File: src/rtl/alarm_clock_core.sv
// Time-of-week counter (sec/min/hrs/day), alarm registers and the alarm
// state machine (IDLE / RING / SNOOZE) with snooze and buzzer auto-off.
// All time and alarm advances are qualified by the one-per-second tick.
module alarm_clock_core #(
    parameter int NS       = 60,
    parameter int NM       = 60,
    parameter int NH       = 24,
    parameter int ND       = 7,
    parameter int WD       = 5,
    parameter int CW       = 7,
    parameter int SNOOZE_S = 540,
    parameter int RING_S   = 60
) (
    input  logic                    clk,
    input  logic                    rst,
    input  logic                    tick,
    input  logic                    timeset,
    input  logic                    alarmset,
    input  logic                    minadv,
    input  logic                    hrsadv,
    input  logic                    dayadv,
    input  logic                    alarmon,
    input  logic                    wkday_only,
    input  logic                    snooze,
    output logic [CW-1:0]           tsec,
    output logic [CW-1:0]           tmin,
    output logic [CW-1:0]           thrs,
    output logic [$clog2(ND)-1:0]   tday,
    output logic [CW-1:0]           amin,
    output logic [CW-1:0]           ahrs,
    output logic                    d_max,
    output logic                    buzz,
    output logic [1:0]              alm_state
);

    localparam int DW = $clog2(ND);

    localparam logic [CW-1:0] S_LAST     = CW'(NS - 1);
    localparam logic [CW-1:0] M_LAST     = CW'(NM - 1);
    localparam logic [CW-1:0] H_LAST     = CW'(NH - 1);
    localparam logic [DW-1:0] D_LAST     = DW'(ND - 1);
    localparam logic [DW:0]   WD_LIM     = (DW+1)'(WD);
    localparam logic [15:0]   RING_LAST  = 16'(RING_S - 1);
    localparam logic [15:0]   SNZ_INIT   = 16'(SNOOZE_S);

    typedef enum logic [1:0] {
        ST_IDLE   = 2'd0,
        ST_RING   = 2'd1,
        ST_SNOOZE = 2'd2
    } state_t;

    state_t      state, state_nxt;
    logic [15:0] ring_cnt, ring_nxt;
    logic [15:0] snz_cnt, snz_nxt;

    logic set_tick, alm_tick;
    logic s_wrap, m_wrap, h_wrap;
    logic match, match_q, match_rise;
    logic snooze_q, snz_edge;
    logic force_idle;

    // Wrapping increment shared by all time/alarm fields.
    function automatic logic [CW-1:0] inc_mod(input logic [CW-1:0] v,
                                              input logic [CW-1:0] last);
        return (v == last) ? '0 : v + 1'b1;
    endfunction

    assign set_tick = tick & timeset;
    assign alm_tick = tick & alarmset & ~timeset;
    assign s_wrap   = tick & ~timeset & (tsec == S_LAST);
    assign m_wrap   = s_wrap & (tmin == M_LAST);
    assign h_wrap   = m_wrap & (thrs == H_LAST);

    // Match is taken from registered time/alarm values only.
    assign match = alarmon & ~timeset & ~alarmset & (tsec == '0) &
                   (tmin == amin) & (thrs == ahrs) &
                   (~wkday_only | ({1'b0, tday} < WD_LIM));

    // Ringing starts on the rising edge of match so that an auto-off in the
    // same matching second cannot immediately re-trigger the alarm.
    assign match_rise = match & ~match_q;
    assign snz_edge   = snooze & ~snooze_q;
    assign force_idle = ~alarmon | timeset | alarmset;

    // Time-of-week counters; seconds freeze (not clear) while time is set.
    always_ff @(posedge clk or negedge rst) begin
        if (!rst) begin
            tsec  <= '0;
            tmin  <= '0;
            thrs  <= '0;
            tday  <= '0;
            d_max <= 1'b0;
        end else begin
            if (tick && !timeset)
                tsec <= inc_mod(tsec, S_LAST);
            if (s_wrap || (set_tick && minadv))
                tmin <= inc_mod(tmin, M_LAST);
            if (m_wrap || (set_tick && hrsadv))
                thrs <= inc_mod(thrs, H_LAST);
            if (h_wrap || (set_tick && dayadv))
                tday <= (tday == D_LAST) ? '0 : tday + 1'b1;
            d_max <= h_wrap & (tday == D_LAST);
        end
    end

    // Alarm setting registers; no carry from minutes into hours.
    always_ff @(posedge clk or negedge rst) begin
        if (!rst) begin
            amin <= '0;
            ahrs <= '0;
        end else if (alm_tick) begin
            if (minadv) amin <= inc_mod(amin, M_LAST);
            if (hrsadv) ahrs <= inc_mod(ahrs, H_LAST);
        end
    end

    // Edge-detect history for the match and snooze button.
    always_ff @(posedge clk or negedge rst) begin
        if (!rst) begin
            match_q  <= 1'b0;
            snooze_q <= 1'b0;
        end else begin
            match_q  <= match;
            snooze_q <= snooze;
        end
    end

    // Alarm FSM state register with its counters and the registered buzzer.
    always_ff @(posedge clk or negedge rst) begin
        if (!rst) begin
            state    <= ST_IDLE;
            ring_cnt <= '0;
            snz_cnt  <= '0;
            buzz     <= 1'b0;
        end else begin
            state    <= state_nxt;
            ring_cnt <= ring_nxt;
            snz_cnt  <= snz_nxt;
            buzz     <= (state_nxt == ST_RING);
        end
    end

    // Alarm FSM next-state; leaving any alarm mode has top priority.
    always_comb begin
        state_nxt = state;
        ring_nxt  = ring_cnt;
        snz_nxt   = snz_cnt;
        if (force_idle) begin
            state_nxt = ST_IDLE;
        end else begin
            case (state)
                ST_IDLE: begin
                    if (match_rise) begin
                        state_nxt = ST_RING;
                        ring_nxt  = '0;
                    end
                end
                ST_RING: begin
                    if (snz_edge) begin
                        state_nxt = ST_SNOOZE;
                        snz_nxt   = SNZ_INIT;
                    end else if (tick) begin
                        if (ring_cnt == RING_LAST)
                            state_nxt = ST_IDLE;
                        else
                            ring_nxt = ring_cnt + 1'b1;
                    end
                end
                ST_SNOOZE: begin
                    if (tick) begin
                        if (snz_cnt == 16'd1) begin
                            state_nxt = ST_RING;
                            ring_nxt  = '0;
                        end else begin
                            snz_nxt = snz_cnt - 1'b1;
                        end
                    end
                end
                default: state_nxt = ST_IDLE;
            endcase
        end
    end

    // State is exported directly for the display and for debug.
    always_comb begin
        alm_state = state;
    end

endmodule

File: config.mk
export PLATFORM = sky130hd
export DESIGN_NAME = alarm_clock_core
export DESIGN_NICKNAME = d
export VERILOG_FILES = /design/src/rtl/alarm_clock_core.sv
export SDC_FILE = /design/constraint.sdc
export NUM_CORES = 1
export LEC_CHECK = 0
export ABC_AREA = 1
export CAP_MARGIN = 5
export CORE_AREA = 2 2 95 97
export DETAILED_ROUTE_END_ITERATION = 8
export DIE_AREA = 0 0 97 99
export PLACE_DENSITY = 0.79
export SLEW_MARGIN = 5
export SYNTH_ARGS = -nofsm -noshare
export SYNTH_HDL_FRONTEND = slang
export SYNTH_SLANG_ARGS = --single-unit
export TNS_END_PERCENT = 20
File: constraint.sdc
create_clock -name clk -period 2.05 [get_ports clk]
set_input_delay 0.3075 -clock clk [delete_from_list [all_inputs] [get_ports clk]]
set_output_delay 0.3075 -clock clk [all_outputs]
set_load 0.05 [all_outputs]
==> metrics.txt <==
adder-cell share of the synthesized area 0.02364; worst path cell trace clkdlybuf4s50_1; Final setup viols 0; Max Clock Freq 0.5020 GHz; Routed WL per cell 13.74 um; grt ovf 0; Mean Syn Cell Area 7.228 um2; Vias/cell 5.465; Seq/Total Area, Yosys 0.3993; Routed WL 11.73 mm; drt pass-1 iters 5; initial antenna violation count 0; drt initial violations 200; final net count 761; asr flop ratio synth 1.000; status completed; CP Class reg -> out; top cells by instance count after synthesis nand2_1 (157), nor2_1 (82), inv_1 (80); first-pass GRT wire length 20.30 mm; critical path's slowest cell clkdlybuf4s50_1; worst slew pin tran 0.5094 ns; gr usage total 0.2564; Antenna diodes 0; largest net degree at the start of global routing 32; proportion of layout cells with a drive suffix above 1 0.1046; vias in the first global route 4453; area leader, netlist dfrtp_1; max_cap viols 0; Max Buffers Root-to-Sink 2; Clock Skew 0.01258 ns; nature of the critical path endpoint primary output; fin util 0.6823; XOR/XNOR Fraction of Synth Area 0.03310; Crit path arrival time 1.68 ns; DR vias 4667; placeable core region 0.008551 mm2; period utilisation layout 0.9716; required time of the critical path 1.74 ns; Num Clock Sinks 76; I/O pins 53; share of Yosys cell area claimed by the top area cell type 0.3993; CP startpoint kind flop; Die X 97 um; CTS tree done; family with the most delay on the worst path buffers and inverters; buffers and inverters on the worst path 1; number of port buffers 52; hold crit path type in -> async; worst vdd ir 0.0008651 V; postcts setup bufs 0; fin cells 854; top-count cell post-synth nand2_1; H-tree depth 3; CP peak stage delay 0.86 ns; Rel. slew slack 0.6594; area grow syn2layout 22.48%; Clock Tree Root clkbuf_8; Die ar. 0.009603 mm2; Final Critical Period 1.992 ns; Placed Instances 837; Pwr Density 1073 mW/mm2; Post-Syn Instances 659; DP Wirelength 8.814 mm; leakage power 0.002734 uW; gp weighted congestion 0.9589; post-synthesis simple-gate area fraction 0.3667; Worst Path Max Fanout 7; design area 0.005834 mm2; drt drc 0; top cells by area, synth dfrtp_1 (40%), nand2_1 (12%), nor2_1 (6.5%); largest family of logic cells by synthesized area simple AND/OR/NAND/NOR gates; Skew-Pair Late Insertion Delay 0.35 ns; endpoints failing hold 0; EDFF count, synth 0; clock-pin slew on the worst setup and hold paths 0.08 ns; Initial Util 0.5571; area post-placement 0.005574 mm2; Die Y 99 um; Num CTS Buffers 9; Mapped Area 0.004763 mm2; top_reg_cell synth dfrtp_1; post-synth cell types 40; Final Slew Violations 0; Rows 34; post-synthesis mux area share 0.002101; RSZ-0062 raised after global routing yes; synthesized flop and latch total 76; Synth Area in Compound Gates 0.08957; Post-Syn Nets 679; yosys warns 0; Detail Route Antenna Nets 0
flip-flops by register name (all words and copies together) (netlist names):
| name | cells |
|---|---|
| tmin | 7 |
| buzz | 1 |
| snz_cnt | 16 |
| ring_cnt | 16 |
| ahrs | 7 |
| tday | 3 |
| d_max | 1 |
| tsec | 7 |
| amin | 7 |
| thrs | 7 |
| match_q | 1 |
| snooze_q | 1 |
| alm_state | 2 |
stage by stage:
step	setup slack [ns]	total power [uW]	setup TNS, ns	hold WS (ns)
floorplan	0.07982	3899	0	0.01191
global placement	0.01827	4786	0	0.2496
detailed placement	-0.04819	4838	-0.1888	0.2584
CTS	0.01167	6271	0	0.4174
global route	-0.005732	6605	-0.005732	0.4272
finish	0.05813	6260	0	0.4116
routing by layer:
metal	routed length (um)	track usage
met3	477	0.03404
met1	5388	0.3494
met4	186	0.08451
met5	0	0
met2	5681	0.4274
area by class of cell:
class                   instances  area [um2]
fillers                       734        2716
multi-input cells             486        2454
flip-flops and latches         76        1902
repair buffers                 82       770.7
inverters                      86       322.8
clock buffers                  12       155.1
well taps                     108       135.1
clock inverters                 4       95.09
cells by family after synthesis:
| logic type | Yosys count |
|---|---|
| AOI/OAI and AO/OA | 78 |
| xor gates and xnor gates | 18 |
| adders and majority gates | 9 |
| buffers and inverters | 97 |
| DFF | 76 |
| muxes | 1 |
| and+or+nand+nor | 380 |
worst paths after layout:
kind	from	end	slack (ns)	cells after the start
max in group asynchronous	rst	tsec[6]	1.03	3
worst max register to register	tsec[0]	ring_cnt[15]	0.20	13
worst min register to register	tday[0]	d_max	0.53	1
min in group clk	snooze	snooze_q	0.44	1
worst max-delay path	amin[2]	amin[2]	0.06	1
worst min-delay path	rst	tsec[0]	0.41	2
layout by cell type (no fill, tap or decap), types with 2 or more instances in the layout:
cell	netlist	layout
o31ai_1	2	2
inv_1	80	80
buf_12	0	2
nand4_1	21	21
nand3_2	2	2
nor2_1	82	82
nand3_1	59	59
o21ai_0	43	43
bufinv_16	0	3
xnor2_1	6	6
nand2_2	8	8
o21a_1	2	2
nor2_2	5	5
and2_1	2	2
inv_2	6	6
nor3b_1	3	3
nor2_4	4	4
nor3_1	20	20
buf_4	5	28
dlygate4sd2_1	0	2
o22ai_1	2	2
clkdlybuf4s50_1	0	48
xor2_1	12	12
a21oi_1	18	18
clkbuf_8	0	11
o21ai_1	6	6
dfrtp_1	76	76
nand2_1	157	157
nand2_4	3	3
ha_1	9	9
nor4_1	9	9
power breakdown:
| part | leakage (uW) | total (uW) | switching, uW | internal, uW |
|---|---|---|---|---|
| clock | 0.000127 | 1430 | 559 | 875 |
| combinational | 0.00167 | 2670 | 1800 | 866 |
| sequential | 0.000933 | 2160 | 396 | 1760 |
| total | 0.00273 | 6260 | 2760 | 3500 |
timing repair:
item / 4_1_cts / 5_1_grt
cloned: 0 / 0
hold endpoints to repair: 25 / 0
endpoints found under the setup margin: 2 / 2
hold buffers: 1 / 0
resized for setup: 2 / 1
(Power assumes the default switching activity.)
